**src/rtl/fib_index_fsm_if.sv**
```systemverilog
// Start/busy/done request bus for fib_index_fsm; zmask and ZW exist only when ZECK_EN is defined.
interface fib_index_fsm_if #(
    parameter int W = 32
`ifdef ZECK_EN
    , parameter int ZW = 50
`endif
);
    logic         start;
    logic [W-1:0] x;
    logic         busy;
    logic         done;
    logic [W-1:0] n;
    logic [W-1:0] fn;
    logic         exact;
`ifdef ZECK_EN
    logic [ZW-1:0] zmask;

    modport master (output start, x, input busy, done, n, fn, exact, zmask);
    modport slave  (input start, x, output busy, done, n, fn, exact, zmask);
`else
    modport master (output start, x, input busy, done, n, fn, exact);
    modport slave  (input start, x, output busy, done, n, fn, exact);
`endif
endinterface

```
**src/rtl/fib_index_fsm.sv**
```systemverilog
// Finds largest n with fib(n) <= x; done in cycle n (cycle 1 for x=0), plus descent cycles under ZECK_EN.
// Start is ignored while busy; optional ZECK_EN adds a greedy descent that emits the Zeckendorf mask.
module fib_index_fsm #(
    parameter int W = 32
`ifdef ZECK_EN
    , parameter int ZW = 50
`endif
) (
    input  logic           clk,
    input  logic           rst,
    fib_index_fsm_if.slave bus
);
    typedef enum logic [1:0] {
        IDLE    = 2'b00,
        ASCEND  = 2'b01,
`ifdef ZECK_EN
        DESCEND = 2'b10,
`endif
        DONE    = 2'b11
    } state_t;

    state_t       state_q, state_d;
    logic [W-1:0] xr_q, xr_d;
    logic [W-1:0] p_q, p_d;
    logic [W-1:0] q_q, q_d;
    logic [W-1:0] k_q, k_d;
    logic [W-1:0] n_q, n_d;
    logic [W-1:0] fn_q, fn_d;
    logic         exact_q, exact_d;
    logic [W:0]   s;
`ifdef ZECK_EN
    logic [W-1:0]  r_q, r_d;
    logic [W-1:0]  r_sub;
    logic [ZW-1:0] zmask_q, zmask_d;
`endif

    always_ff @(posedge clk) begin
        if (rst) begin
            state_q <= IDLE;
            xr_q    <= '0;
            p_q     <= '0;
            q_q     <= '0;
            k_q     <= '0;
            n_q     <= '0;
            fn_q    <= '0;
            exact_q <= 1'b0;
`ifdef ZECK_EN
            r_q     <= '0;
            zmask_q <= '0;
`endif
        end else begin
            state_q <= state_d;
            xr_q    <= xr_d;
            p_q     <= p_d;
            q_q     <= q_d;
            k_q     <= k_d;
            n_q     <= n_d;
            fn_q    <= fn_d;
            exact_q <= exact_d;
`ifdef ZECK_EN
            r_q     <= r_d;
            zmask_q <= zmask_d;
`endif
        end
    end

    always_comb begin
        state_d = state_q;
        xr_d    = xr_q;
        p_d     = p_q;
        q_d     = q_q;
        k_d     = k_q;
        n_d     = n_q;
        fn_d    = fn_q;
        exact_d = exact_q;
`ifdef ZECK_EN
        r_d     = r_q;
        r_sub   = r_q;
        zmask_d = zmask_q;
`endif
        // Extra carry bit: a sum that overflows W bits ends the climb instead of wrapping.
        s = {1'b0, p_q} + {1'b0, q_q};

        case (state_q)
            IDLE: begin
                if (bus.start) begin
                    if (bus.x == '0) begin
                        n_d     = '0;
                        fn_d    = '0;
                        exact_d = 1'b1;
`ifdef ZECK_EN
                        zmask_d = '0;
`endif
                        state_d = DONE;
                    end else begin
                        xr_d    = bus.x;
                        p_d     = W'(1);
                        q_d     = W'(1);
                        k_d     = W'(2);
                        state_d = ASCEND;
                    end
                end
            end
            ASCEND: begin
                if (!s[W] && (s[W-1:0] <= xr_q)) begin
                    p_d = q_q;
                    q_d = s[W-1:0];
                    k_d = k_q + W'(1);
                end else begin
                    n_d     = k_q;
                    fn_d    = q_q;
                    exact_d = (q_q == xr_q);
`ifdef ZECK_EN
                    r_d     = xr_q;
                    zmask_d = '0;
                    state_d = DESCEND;
`else
                    state_d = DONE;
`endif
                end
            end
`ifdef ZECK_EN
            DESCEND: begin
                if (q_q <= r_q) begin
                    zmask_d = zmask_q | (ZW'(1) << (k_q - W'(2)));
                    r_sub   = r_q - q_q;
                end
                r_d = r_sub;
                // Walk the pair back down: (p, q) = (fib(k-2), fib(k-1)).
                q_d = p_q;
                p_d = q_q - p_q;
                k_d = k_q - W'(1);
                if ((k_q == W'(2)) || (r_sub == '0)) begin
                    state_d = DONE;
                end
            end
`endif
            DONE:    state_d = IDLE;
            default: state_d = IDLE;
        endcase
    end

    assign bus.busy  = (state_q != IDLE);
    assign bus.done  = (state_q == DONE);
    assign bus.n     = n_q;
    assign bus.fn    = fn_q;
    assign bus.exact = exact_q;
`ifdef ZECK_EN
    assign bus.zmask = zmask_q;
`endif
endmodule
```
**src/flat_wrapper.sv**
```systemverilog
// flat-port wrapper written by rule: the top's interface ports become plain ports
module fib_index_fsm_flat 
#(
    parameter int W = 32

)
  (clk, rst, bus_start, bus_x, bus_busy, bus_done, bus_n, bus_fn, bus_exact);
  fib_index_fsm_if #(.W(W)) bus_i ();
  input  logic clk;
  input  logic rst;
  input wire logic [$bits(bus_i.start)-1:0] bus_start;
  input wire logic [$bits(bus_i.x)-1:0] bus_x;
  output wire logic [$bits(bus_i.busy)-1:0] bus_busy;
  output wire logic [$bits(bus_i.done)-1:0] bus_done;
  output wire logic [$bits(bus_i.n)-1:0] bus_n;
  output wire logic [$bits(bus_i.fn)-1:0] bus_fn;
  output wire logic [$bits(bus_i.exact)-1:0] bus_exact;
  assign bus_i.start = bus_start;
  assign bus_i.x = bus_x;
  assign bus_busy = bus_i.busy;
  assign bus_done = bus_i.done;
  assign bus_n = bus_i.n;
  assign bus_fn = bus_i.fn;
  assign bus_exact = bus_i.exact;
  fib_index_fsm #(.W(W)) u_core (.clk(clk), .rst(rst), .bus(bus_i));
endmodule
```
**config.mk**
```make
export PLATFORM = sky130hd
export DESIGN_NAME = fib_index_fsm_flat
export DESIGN_NICKNAME = d
export VERILOG_FILES = /design/src/rtl/fib_index_fsm_if.sv /design/src/rtl/fib_index_fsm.sv /design/src/flat_wrapper.sv
export SDC_FILE = /design/constraint.sdc
export NUM_CORES = 1
export LEC_CHECK = 0
export CORE_MARGIN = 10
export CORE_UTILIZATION = 25
export CTS_CLUSTER_SIZE = 16
export DETAILED_ROUTE_END_ITERATION = 10
export GPL_ROUTABILITY_DRIVEN = 0
export HOLD_SLACK_MARGIN = 0.1
export SETUP_SLACK_MARGIN = 0.2
export SYNTH_ARGS = -nofsm -noshare
export SYNTH_HDL_FRONTEND = slang
export SYNTH_SLANG_ARGS = --single-unit
```
**constraint.sdc**
```tcl
create_clock -name clk -period 6.55 [get_ports clk]
set_input_delay 1.31 -clock clk [delete_from_list [all_inputs] [get_ports clk]]
set_output_delay 1.31 -clock clk [all_outputs]
set_load 0.005 [all_outputs]
```
Yosys cells after proc, flatten, opt, wreduce, memory -nomap -nowiden

Cells that the tools add are included.

Logic and storage cells: 54
Input bits: 35
Register bits after elaboration: 195
Output and inout port bits: 67

$lt $le $gt $ge: 1
Add/subtract/negate cells: 2
Multiplexer cells: 24
Reduce and logical (&&, ||, !) cells: 10
Bitwise logic cells: 1
Eq/ne operators: 8

Operator list:

| cell                                                                   | count |
|---|---|
| 32-bit two-way mux                                                     | 11 |
| 32-bit one-hot mux with 2 select lines                                 | 5 |
| 32-bit by 32-bit adder with 33-bit output                              | 1 |
| 32-bit by 1-bit adder with 32-bit output (second input constant)       | 1 |
| 32-bit equality test                                                   | 1 |
| 32-bit less-or-equal comparator                                        | 1 |
| 32-bit zero test                                                       | 1 |
| 4-bit AND reduction                                                    | 2 |
| 2-bit two-way mux                                                      | 3 |
| 2-bit != test (second input constant)                                  | 3 |
| 2-bit by 1-bit != test with 1-bit output (second input constant)       | 2 |
| 2-bit one-hot mux with 2 select lines                                  | 1 |
| 2-bit nonzero test                                                     | 2 |
| 1-bit two-way mux                                                      | 3 |
| 3-bit AND reduction                                                    | 1 |
| 2-bit by 1-bit equality test with 1-bit output (second input constant) | 1 |
| 2-bit equality test (second input constant)                            | 1 |
| 2-bit zero test                                                        | 1 |
| 1-bit one-hot mux with 2 select lines                                  | 1 |
| 2-bit AND reduction                                                    | 1 |
| 1-bit logical AND                                                      | 1 |
| 1-bit zero test                                                        | 1 |
| 1-bit NOT                                                              | 1 |

Logic depth before layout (Yosys ltp)

Depth in word-level cells: 5
Depth in mapped cells: 23
Depth with buffers taken out: 20

Least setup slack after synthesis

OpenSTA, ideal clock, no wires.

Path type: flip-flop to flip-flop
From: reg u_core.q_q[0]
To: reg u_core.q_q[0]
Clock period less this slack: 4.637 ns
Required time: 6.422 ns
Setup time: 0.128 ns
Setup slack: 1.913 ns
Data arrival time: 4.510 ns
Stages on the path, launching flop included: 22
Path buffers: 2
Path through: dfxtp_1 > ha_1 > fa_1 > a21o_1 > a221oi_2 > o21ai_2 > a211o_1 > a31oi_1 > o21ai_0 > xnor2_1 > ha_1 > and4_1 > and4_1 > o21ai_0 > and4b_1 > a31o_2 > o211a_2 > nand2b_1 > buf_2 > buf_2 > o22ai_1 > nor2_1

Cells in the longest elaborated chain, start to end: 5
Elaborated cells on any way between the ends: 8
Those cells by class: add/sub (1); order compare (1); eq/ne (1); mux (2); reduce/logical (3)

Ends and longest elaborated chain:

| item                                                                      | RTL line             | source |
|---|---|---|
| start, declared                                                           | fib_index_fsm.sv:25  | `logic [W-1:0] q_q, q_d;` |
| start signal, assigned                                                    | fib_index_fsm.sv:55  | `q_q <= q_d;` |
| 32-bit by 32-bit adder with 33-bit output *                               | fib_index_fsm.sv:82  | `s = {1'b0, p_q} + {1'b0, q_q};` |
| 32-bit less-or-equal comparator / 1-bit zero test (equally long branches) | fib_index_fsm.sv:105 | `if (!s[W] && (s[W-1:0] <= xr_q)) begin` |
| 1-bit logical AND                                                         | fib_index_fsm.sv:105 |  |
| 2-bit by 1-bit != test with 1-bit output (no source line)                 | --                   |  |
| 4-bit AND reduction (no source line)                                      | --                   |  |

Every way passes the cells marked *; elsewhere a longest branch is shown, timed or not. The select of a mux whose other input is x is not followed.
A chain may end at the register's enable or synchronous reset.

Worst setup path after layout

From: reg u_core.q_q[14]
To: reg u_core.k_q[6]

Cells in the longest elaborated chain, start to end: 5
Elaborated cells on any way between the ends: 6
Those cells by class: add/sub (1); order compare (1); eq/ne (1); reduce/logical (3)

Ends and longest elaborated chain:

| item                                                                      | RTL line             | source |
|---|---|---|
| 32-bit by 32-bit adder with 33-bit output *                               | fib_index_fsm.sv:82  |  |
| 32-bit less-or-equal comparator / 1-bit zero test (equally long branches) | fib_index_fsm.sv:105 |  |
| 1-bit logical AND *                                                       | fib_index_fsm.sv:105 |  |
| 2-bit by 1-bit != test with 1-bit output (no source line) *               | --                   |  |
| 4-bit AND reduction (no source line) *                                    | --                   |  |
| end signal, assigned                                                      | fib_index_fsm.sv:56  | `k_q <= k_d;` |
| end, declared                                                             | fib_index_fsm.sv:26  | `logic [W-1:0] k_q, k_d;` |

Every way passes the cells marked *; elsewhere a longest branch is shown, timed or not.

==> flow_metrics.py <==
metrics = {
    "floorplan": {
        "io_pins": 102,
        "num_rows": 73,
        "die_width_um": 221,
        "fp.dieH_um": 221,
        "die_area_um2": 48800,
        "fp.coreArea_um2": 39800,
        "initial_core_util_pct": 25.4,
    },
    "timing": {
        "hold_slack_ns": 0.476,
        "setup-tns-final_ns": 0,
        "slew_viol_final": 0,
        "worst_slew_pin_slew_ns": 1.05,
        "relSlewSlack_pct": 29.7,
        "min_period_ns": 5.74,
        "period_share_pct": 87.7,
        "rsz0062_at_grt": "false",
        "max_freq_mhz": 174,
        "fin_skew_ns": 0.0145,
        "final-setup-viol-count": 0,
        "hold_violations": 0,
    },
    "worst_setup_path": {
        "r2r_setup_slack_ns": 0.81,
        "timing.rr.start": "u_core.q_q[14]",
        "worst-r2r-cell-count": 17,
        "cp.required_ns": 6.89,
        "crit_path_max_fanout": 18,
        "worstPathArrival_ns": 6.09,
        "worst_setup_path_start_kind": "flip-flop",
        "rr_endpoint": "u_core.k_q[6]",
        "cp-end-kind": "flip-flop",
        "critPathKind": "flip-flop to flip-flop",
    },
    "global_routing": {
        "grt_usage_pct": 13.2,
        "grt_start_max_net_pins": 96,
        "antenna_found_initial": 0,
        "grt_pass1_wl_um": 52400,
        "grt-ovfl-total": 0,
        "grt_pass1_vias": 8797,
    },
    "finish": {
        "num_antenna_cells": 0,
        "fin_cells": 1782,
        "num-fill-cells": 4240,
        "stdcell_area_um2": 12200,
        "syn2layout_area_growth_pct": 20.9,
        "nNetsFinal": 1345,
        "layout-drive-gt1-share_pct": 5.73,
    },
    "synth": {
        "yosys.area.top_type": "dfxtp_1",
        "syn_area_um2": 10100,
        "async_flop_share_pct": 0,
        "syn_avg_cell_area_um2": 8.61,
        "synth-seq-cells": 195,
        "synth_top_area_share_pct": 38.6,
        "synth_edf_count": 0,
        "ys_seq_area_share_pct": 38.6,
        "syn-num-nets": 1274,
        "netlist_top_cells_area": "dfxtp_1 39%, ha_1 8.1%, a22o_1 5.5%, nand2_1 5.2%, a21oi_1 5.0%",
        "syn-instance-count": 1173,
        "yosysMostFrequentCell": "dfxtp_1",
        "yosys_warnings": 0,
        "ys_top_cells_by_count": "195 x dfxtp_1, 141 x nand2_1, 101 x a21oi_1",
        "synth_cell_type_count": 74,
        "synth_top_flop_cell": "dfxtp_1",
    },
    "cts": {
        "postCtsSetupBuffers": 0,
        "cts_buffers": 17,
        "postCtsHoldBufs": 0,
        "cts_resized": 0,
        "cts_root_buffer": "clkbuf_16",
        "clock_sinks": 195,
        "clock_latency_ns": 0.45,
        "cts_max_path_buffers": 2,
        "clk_pin_slew_ns": 0.07,
        "cts_tree": "yes",
        "cts_max_level": 4,
    },
    "detailed_routing": {
        "wl_met1_um": 15500,
        "firstDrtPassIters": 5,
        "vias_per_cell": 5.10,
        "top_layer_used": "met4",
        "drtAntennaViolNets": 0,
        "wire_per_inst_um": 18.5,
        "wl_met3_um": 1920,
        "wirelength_um": 33000,
        "drcViolationCount": 0,
        "vias": 9086,
        "drt_iter0_drc": 693,
        "wl_met2_um": 14300,
    },
    "place": {
        "io_buffers": 101,
        "dpl.hpwl_um": 24800,
        "place_area_um2": 11600,
        "dp.cells": 1750,
    },
    "min_path": {
        "holdPathStages": 1,
        "min-delay-start": "u_core.bus.n[15]",
        "hp-class": "flip-flop to flip-flop",
        "hold_path_end": "u_core.bus.n[15]",
    },
    "power_and_ir_drop": {
        "p_leak_uw": 0.00480,
        "irDropWorstVdd_mv": 0.181,
        "p_per_area_nw_per_um2": 205,
        "p_total_uw": 2500,
    },
    "status": {
        "status": "finished clean",
    },
    "job": {
        "max_cap_viol_count": 0,
    },
}
-- power breakdown --
part | internal (µW) | switching [µW] | total, µW | leakage (µW)
Sequential | 1200 | 23.7 | 1230 | 0.00158
Combinational | 77.1 | 142 | 219 | 0.00294
Clock | 575 | 479 | 1050 | 0.000282
-- state kept, by name, summed over array words and instances (netlist names) --
name              flops
u_core.bus.exact      1
u_core.bus.fn        32
u_core.bus.n         32
u_core.k_q           32
u_core.p_q           32
u_core.q_q           32
u_core.state_q        2
u_core.xr_q          32
-- worst max path at each step --
stage / cells past startpoint / from / end
after floorplan: 21 / u_core.q_q[0] / u_core.q_q[0]
after global routing: 17 / u_core.q_q[14] / u_core.k_q[6]
after CTS: 17 / u_core.q_q[14] / u_core.k_q[6]
after detailed placement: 17 / u_core.q_q[14] / u_core.k_q[6]
after global placement: 17 / u_core.q_q[14] / u_core.k_q[6]
final: 17 / u_core.q_q[14] / u_core.k_q[6]
-- cell usage in the layout, fill, tap and decap left out, drive strengths merged, types with 20 or more instances in the layout --
cell	n
dfxtp	195
a21o	20
clkbuf	21
nor4	23
a21oi	101
nand4	20
clkdlybuf4s50	100
o21ai	42
nand2	141
a22oi	43
nor2	86
nand3	40
inv	49
a22o	63
xor2	44
ha	65
-- layout make-up --
cell class,instances,area [µm²],area share [%]
timing repair buffer,117,1150,9.45
sequential,195,3900,32.0
clock buffer,21,450,3.69
inverter,47,176,1.44
tap,525,657,5.38
clock inverter,11,126,1.03
multi-input combinational,866,5740,47.0
-- metal layers --
metal | vias to the layer above | GRT usage [%]
met5 | - | 0
li1 | 4458 | -
met3 | 62 | 3.06
met1 | 4287 | 17.4
met2 | 279 | 20.0
met4 | 0 | 6.30
-- through the flow --
step | setup slack, ns | utilization (%)
final | 0.806 | 30.7
after global routing | 0.226 | 30.7
after CTS | 0.895 | 30.7
after detailed placement | 0.875 | 29.2
after global placement | 1.03 | 29.2
after floorplan | 1.91 | -
-- cell families after synthesis --
kind of cell / after synthesis / share of synthesized area, %
AO/OA/AOI/OAI: 354 / 24.6
XOR/XNOR: 61 / 5.29
adder cells (fa/ha/maj): 66 / 8.25
buffers and inverters: 112 / 4.82
flip-flops: 195 / 38.6
multiplexers: 2 / 0.198
AND/OR/NAND/NOR: 383 / 18.2
-- critical path, cell delays in order (launching register included) --
cell      delay, ns
dfxtp_1        0.43
ha_1           0.33
a21oi_1        0.20
o21ai_0        0.17
o41ai_1        0.53
o21ai_0        0.26
o31a_1         0.34
o21ai_0        0.21
o31a_1         0.18
ha_1           0.23
a21o_1         0.18
a221o_1        0.34
a221oi_2       0.34
a21boi_4       0.28
o211a_2        0.44
nand2b_1       0.68
o21ai_0        0.20
a32o_1         0.30
Note: power is estimated with default switching activity, not from simulation.
==> RTL change 1 (same settings) <==
The 3 states of `state_t` get a one-hot encoding in 3 bits.
--- a/src/rtl/fib_index_fsm.sv
+++ b/src/rtl/fib_index_fsm.sv
@@ -10,13 +10,13 @@
     input  logic           rst,
     fib_index_fsm_if.slave bus
 );
-    typedef enum logic [1:0] {
-        IDLE    = 2'b00,
-        ASCEND  = 2'b01,
+    typedef enum logic [2:0] {
+        IDLE    = 3'b001,
+        ASCEND  = 3'b010,
 `ifdef ZECK_EN
         DESCEND = 2'b10,
 `endif
-        DONE    = 2'b11
+        DONE    = 3'b100
     } state_t;
 
     state_t       state_q, state_d;
Check against the original RTL: same outputs for any inputs over 4 cycles, from zero or initial values and one cycle with rst high; so few cycles prove little.
==> RTL change 1 against the original RTL <==
Clock skew up 1.4 ps; power up 0.66%; largest cell class unchanged; sequential power about the same; worst hold slack worse by 27 ps; wire length down 9.7%; cell area about the same; area after synthesis up 0.19%; worst setup slack better by 260 ps; sequential cell count up 1.
==> RTL change 1: results (changes against the original RTL) <==
Slowest-stage cell, CP - or4_1
Slew HR - 45.1% (+15 points)
Antenna violations before repair - 0 (unchanged)
Multi-input combinational area share - 47.0% (about the same)
Crit path max fanout - 17 (-1)
Data buffer area share - 9.10% (-0.34 points)
Final Cell Area - 12200 µm² (about the same)
Commonest cells post-synth - dfxtp_1 (196), a21oi_1 (141), nand2_1 (117)
Post-Place Worst Slack - 1100 ps (+222 ps)
Mapped cell area - 10100 µm² (+0.19%)
Latest clock arrival within the worst-skew pair - 460 ps
Largest net degree at the start of global routing - 75 (-22%)
Status - completed
Clock network area share - 4.85% (+0.12 points)
Hold depth - 2 (+1)
Vias in the first global route - 8705 (-1.0%)
Non-clock buffers - 113 (-3.4%)
Fillers - 4193 (-1.1%)
Leak pwr - 4.52 nW (-5.7%)
CTS max path bufs - 2 (unchanged)
Inst Count DP - 1748 (-0.11%)
Top post-synthesis cells by area - dfxtp_1 (39%), ha_1 (8.0%), a21oi_1 (7.0%)
1st-iter DRT viols - 596 (-14%)
Crit path largest cell delay - 510 ps (-170 ps)
Syn Nets - 1286 (+0.94%)
Vias - 8829 (-2.8%)
Mux cell area share after synthesis - 3.56% (+3.4 points)
Syn Inst Count - 1185 (+1.0%)
R2R depth - 19 (+2)
Top delay family on crit path - compound AO/OA/AOI/OAI gates
Tot GR Track Use - 12.0% (-1.2 points)
Post-synthesis adder-cell area fraction - 8.23% (-0.015 points)
Final Power - 2.52 mW (+0.66%)
Yosys cell types - 67 (-9.5%)
Layout cell share with drive strength beyond 1 - 5.03% (-0.70 points)
# resized after CTS - 0 (unchanged)
CTS Buf Count - 17 (unchanged)
Clk_skew - 15.9 ps (+1.36 ps)
Arr. time, crit path - 5870 ps (-220 ps)
First-pass GRT wire length - 48100 µm (-8.2%)
Total wire length - 29800 µm (-9.7%)
First-pass DRT Iterations - 5 (unchanged)
Non-clock inverters - 49 (+4.3%)
DP HPWL - 22100 µm (-11%)
Average wire per standard cell - 16.8 µm (-9.5%)
Peak VDD IR - 180 µV (-0.58%)
Combinational Power - 0.206 mW (-6%)
Net Switching - 0.609 mW (-5.6%)
Synth Area in Compound Gates - 21.1% (-3.5 points)
Comb_multi_in - 865 (-0.12%)
Fraction of area in registers - 32.1% (+0.18 points)
Post-synthesis sequential area ratio - 38.8% (+0.13 points)
Number of sequential cells - 196 (+0.51%)
Clock buf count - 22 (+4.8%)
XOR/XNOR Fraction of Synth Area - 5.45% (+0.16 points)
[RTL change 1: worst min-delay path: cells and delay by family, from the launching register on]
kind	cells	cell delay (ps)
flops	1	310
simple gates	1	50
compound gates	1	50
[RTL change 1: metal layers]
metal	GRT usage [%]	vias to the layer above	share of wire [%]	routed length [µm]
met3	2.45	49	4.3	1280
met1	15.7	4172	47	14100
met5	0	-	0	0
li1	-	4417	-	-
met2	18.8	191	45	13500
met4	5.35	0	3.1	918
[RTL change 1: path summary, 6_finish.rpt]
path / slack [ps] / endpoint / startpoint
hold / removal: 450 / u_core.bus.fn[9] / u_core.bus.fn[9]
hold reg to reg: 450 / u_core.bus.fn[9] / u_core.bus.fn[9]
setup / recovery: 1070 / u_core.k_q[29] / u_core.q_q[0]
setup reg to reg: 1070 / u_core.k_q[29] / u_core.q_q[0]
==> RTL change 2 (same settings) <==
Without the edit above. `W` is set to 32 in 3 places; all go to 36.
--- a/src/rtl/fib_index_fsm_if.sv
+++ b/src/rtl/fib_index_fsm_if.sv
@@ -1,6 +1,6 @@
 // Start/busy/done request bus for fib_index_fsm; zmask and ZW exist only when ZECK_EN is defined.
 interface fib_index_fsm_if #(
-    parameter int W = 32
+    parameter int W = 36
 `ifdef ZECK_EN
     , parameter int ZW = 50
 `endif
--- a/src/rtl/fib_index_fsm.sv
+++ b/src/rtl/fib_index_fsm.sv
@@ -1,7 +1,7 @@
 // Finds largest n with fib(n) <= x; done in cycle n (cycle 1 for x=0), plus descent cycles under ZECK_EN.
 // Start is ignored while busy; optional ZECK_EN adds a greedy descent that emits the Zeckendorf mask.
 module fib_index_fsm #(
-    parameter int W = 32
+    parameter int W = 36
 `ifdef ZECK_EN
     , parameter int ZW = 50
 `endif
--- a/src/flat_wrapper.sv
+++ b/src/flat_wrapper.sv
@@ -1,7 +1,7 @@
 // flat-port wrapper written by rule: the top's interface ports become plain ports
 module fib_index_fsm_flat 
 #(
-    parameter int W = 32
+    parameter int W = 36
 
 )
   (clk, rst, bus_start, bus_x, bus_busy, bus_done, bus_n, bus_fn, bus_exact);
Ports: changed (resized bus_fn, bus_n and bus_x); port bits go from 102 to 114. No check against the original RTL was run, so the function may have changed too.
==> RTL change 2 against the original RTL <==
Synthesized cell count increased by 39%; wire length increased by 45%; cell area increased by 27%; utilization decreased by 0.28 points; via count increased by 44%; first-iteration DRC count increased by 110%; cell count increased by 32%; worst setup slack got worse by 350 ps; power increased by 27%; sequential share of layout area decreased by 3.8 points; area after synthesis increased by 28%; sequential cell count increased by 24; largest power group is now the clock network; highest routed layer unchanged.
==> RTL change 2: results (changes against the original RTL) <==
Vias in the first global route - 12300 (+40%)
Synth Area in Compound Gates - 26.5% (+1.9 points)
Vias per Instance - 5.54 (+8.7%)
Leak pwr - 5.71 nW (+19%)
Mux cell area share after synthesis - 1.56% (+1.4 points)
Clock buf count - 37 (+76%)
Met2 wire length - 21200 µm (+49%)
Arr. time, crit path - 6550 ps (+460 ps)
Status - completed
Post-synthesis sequential area ratio - 34.0% (-4.7 points)
Final net count - 1769 (+32%)
Syn Nets - 1739 (+36%)
Total wire length - 47900 µm (+45%)
Slowest-stage cell, CP - or4_1
Clk_skew - 29.7 ps (+15.2 ps)
H-tree levels - 1 (-3)
First-pass DRT Iterations - 6 (+1)
Grt met2 use - 23.0% (+3.1 points)
Top post-synthesis cells by area - dfxtp_1 (34%), a21oi_1 (8.1%), o211ai_1 (7.2%)
Commonest cells post-synth - dfxtp_1 (219), a21oi_1 (208), nand3_1 (154)
Largest net degree at the start of global routing - 133 (+39%)
XOR/XNOR Fraction of Synth Area - 3.94% (-1.4 points)
Data buffer area share - 8.94% (-0.51 points)
Fraction of area in registers - 28.2% (-3.8 points)
Clock network area share - 5.69% (+0.96 points)
Average size of a mapped cell - 7.94 µm² (-7.8%)
Met3 global-route usage - 3.02% (-0.037 points)
Tot GR Track Use - 14.9% (+1.7 points)
Worst-Margin Slew - 1120 ps (+73.4 ps)
Inst Count DP - 2307 (+32%)
Vias - 13100 (+44%)
Non-clock inverters - 59 (+26%)
Latest clock arrival within the worst-skew pair - 570 ps (+120 ps)
Post-synthesis adder-cell area fraction - 7.23% (-1.0 points)
Layout cell share with drive strength beyond 1 - 6.33% (+0.60 points)
M1 GR Usage - 20.4% (+3.0 points)
Peak VDD IR - 137 µV (-24%)
-- RTL change 2: changes by cell type in the layout (fill, tap and decap cells not counted), moves of 24 or more --
cell / unedited run / this run
nor3_1: 13 / 37
o211ai_1: 2 / 123
a21oi_1: 101 / 207
a22o_1: 63 / 4
dfxtp_1: 195 / 219
nand3_1: 38 / 153
a22oi_1: 43 / 0
nor2_1: 82 / 58
-- RTL change 2: report_power, final --
part | internal [mW] | leakage [nW] | switching, mW
logic | 0.0836 | 3.50 | 0.209
registers | 1.35 | 1.77 | 0.0295
clock network | 0.890 | 0.439 | 0.616
total | 2.32 | 5.71 | 0.854
-- RTL change 2: kinds of logic (layout without fill, tap and decap cells) --
group,after synthesis,after routing
flip-flops,219,219
XOR/XNOR,58,58
AO/OA/AOI/OAI,518,519
multiplexers,19,19
buffers and inverters,197,245
AND/OR/NAND/NOR,541,541
adder cells (fa/ha/maj),74,74
-- RTL change 2: worst paths after layout --
check,startpoint,to,slack (ps),cells after the start
worst max-delay path,u_core.q_q[4],u_core.k_q[2],460,18
worst min register to register,u_core.xr_q[21],u_core.xr_q[21],490,2
worst min-delay path,u_core.xr_q[21],u_core.xr_q[21],490,2
worst max register to register,u_core.q_q[4],u_core.k_q[2],460,18
-- RTL change 2: metrics by stage --
step / power, mW / utilization [%] / hold WS [ps] / setup slack (ps) / area (µm²)
floorplan: 1.58 / - / 431 / 1730 / 12900
global placement: 1.69 / 28.6 / 471 / 533 / 14600
detailed placement: 1.70 / 28.6 / 483 / 424 / 14600
CTS: 3.20 / 30.3 / 492 / 378 / 15500
global route: 3.29 / 30.4 / 510 / 253 / 15600
finish: 3.18 / 30.4 / 488 / 455 / 15600
-- RTL change 2: worst min-delay path, stage by stage (launching register included) --
cell	delay, ps
dfxtp_1	330
nand2_1	60
a21oi_1	50
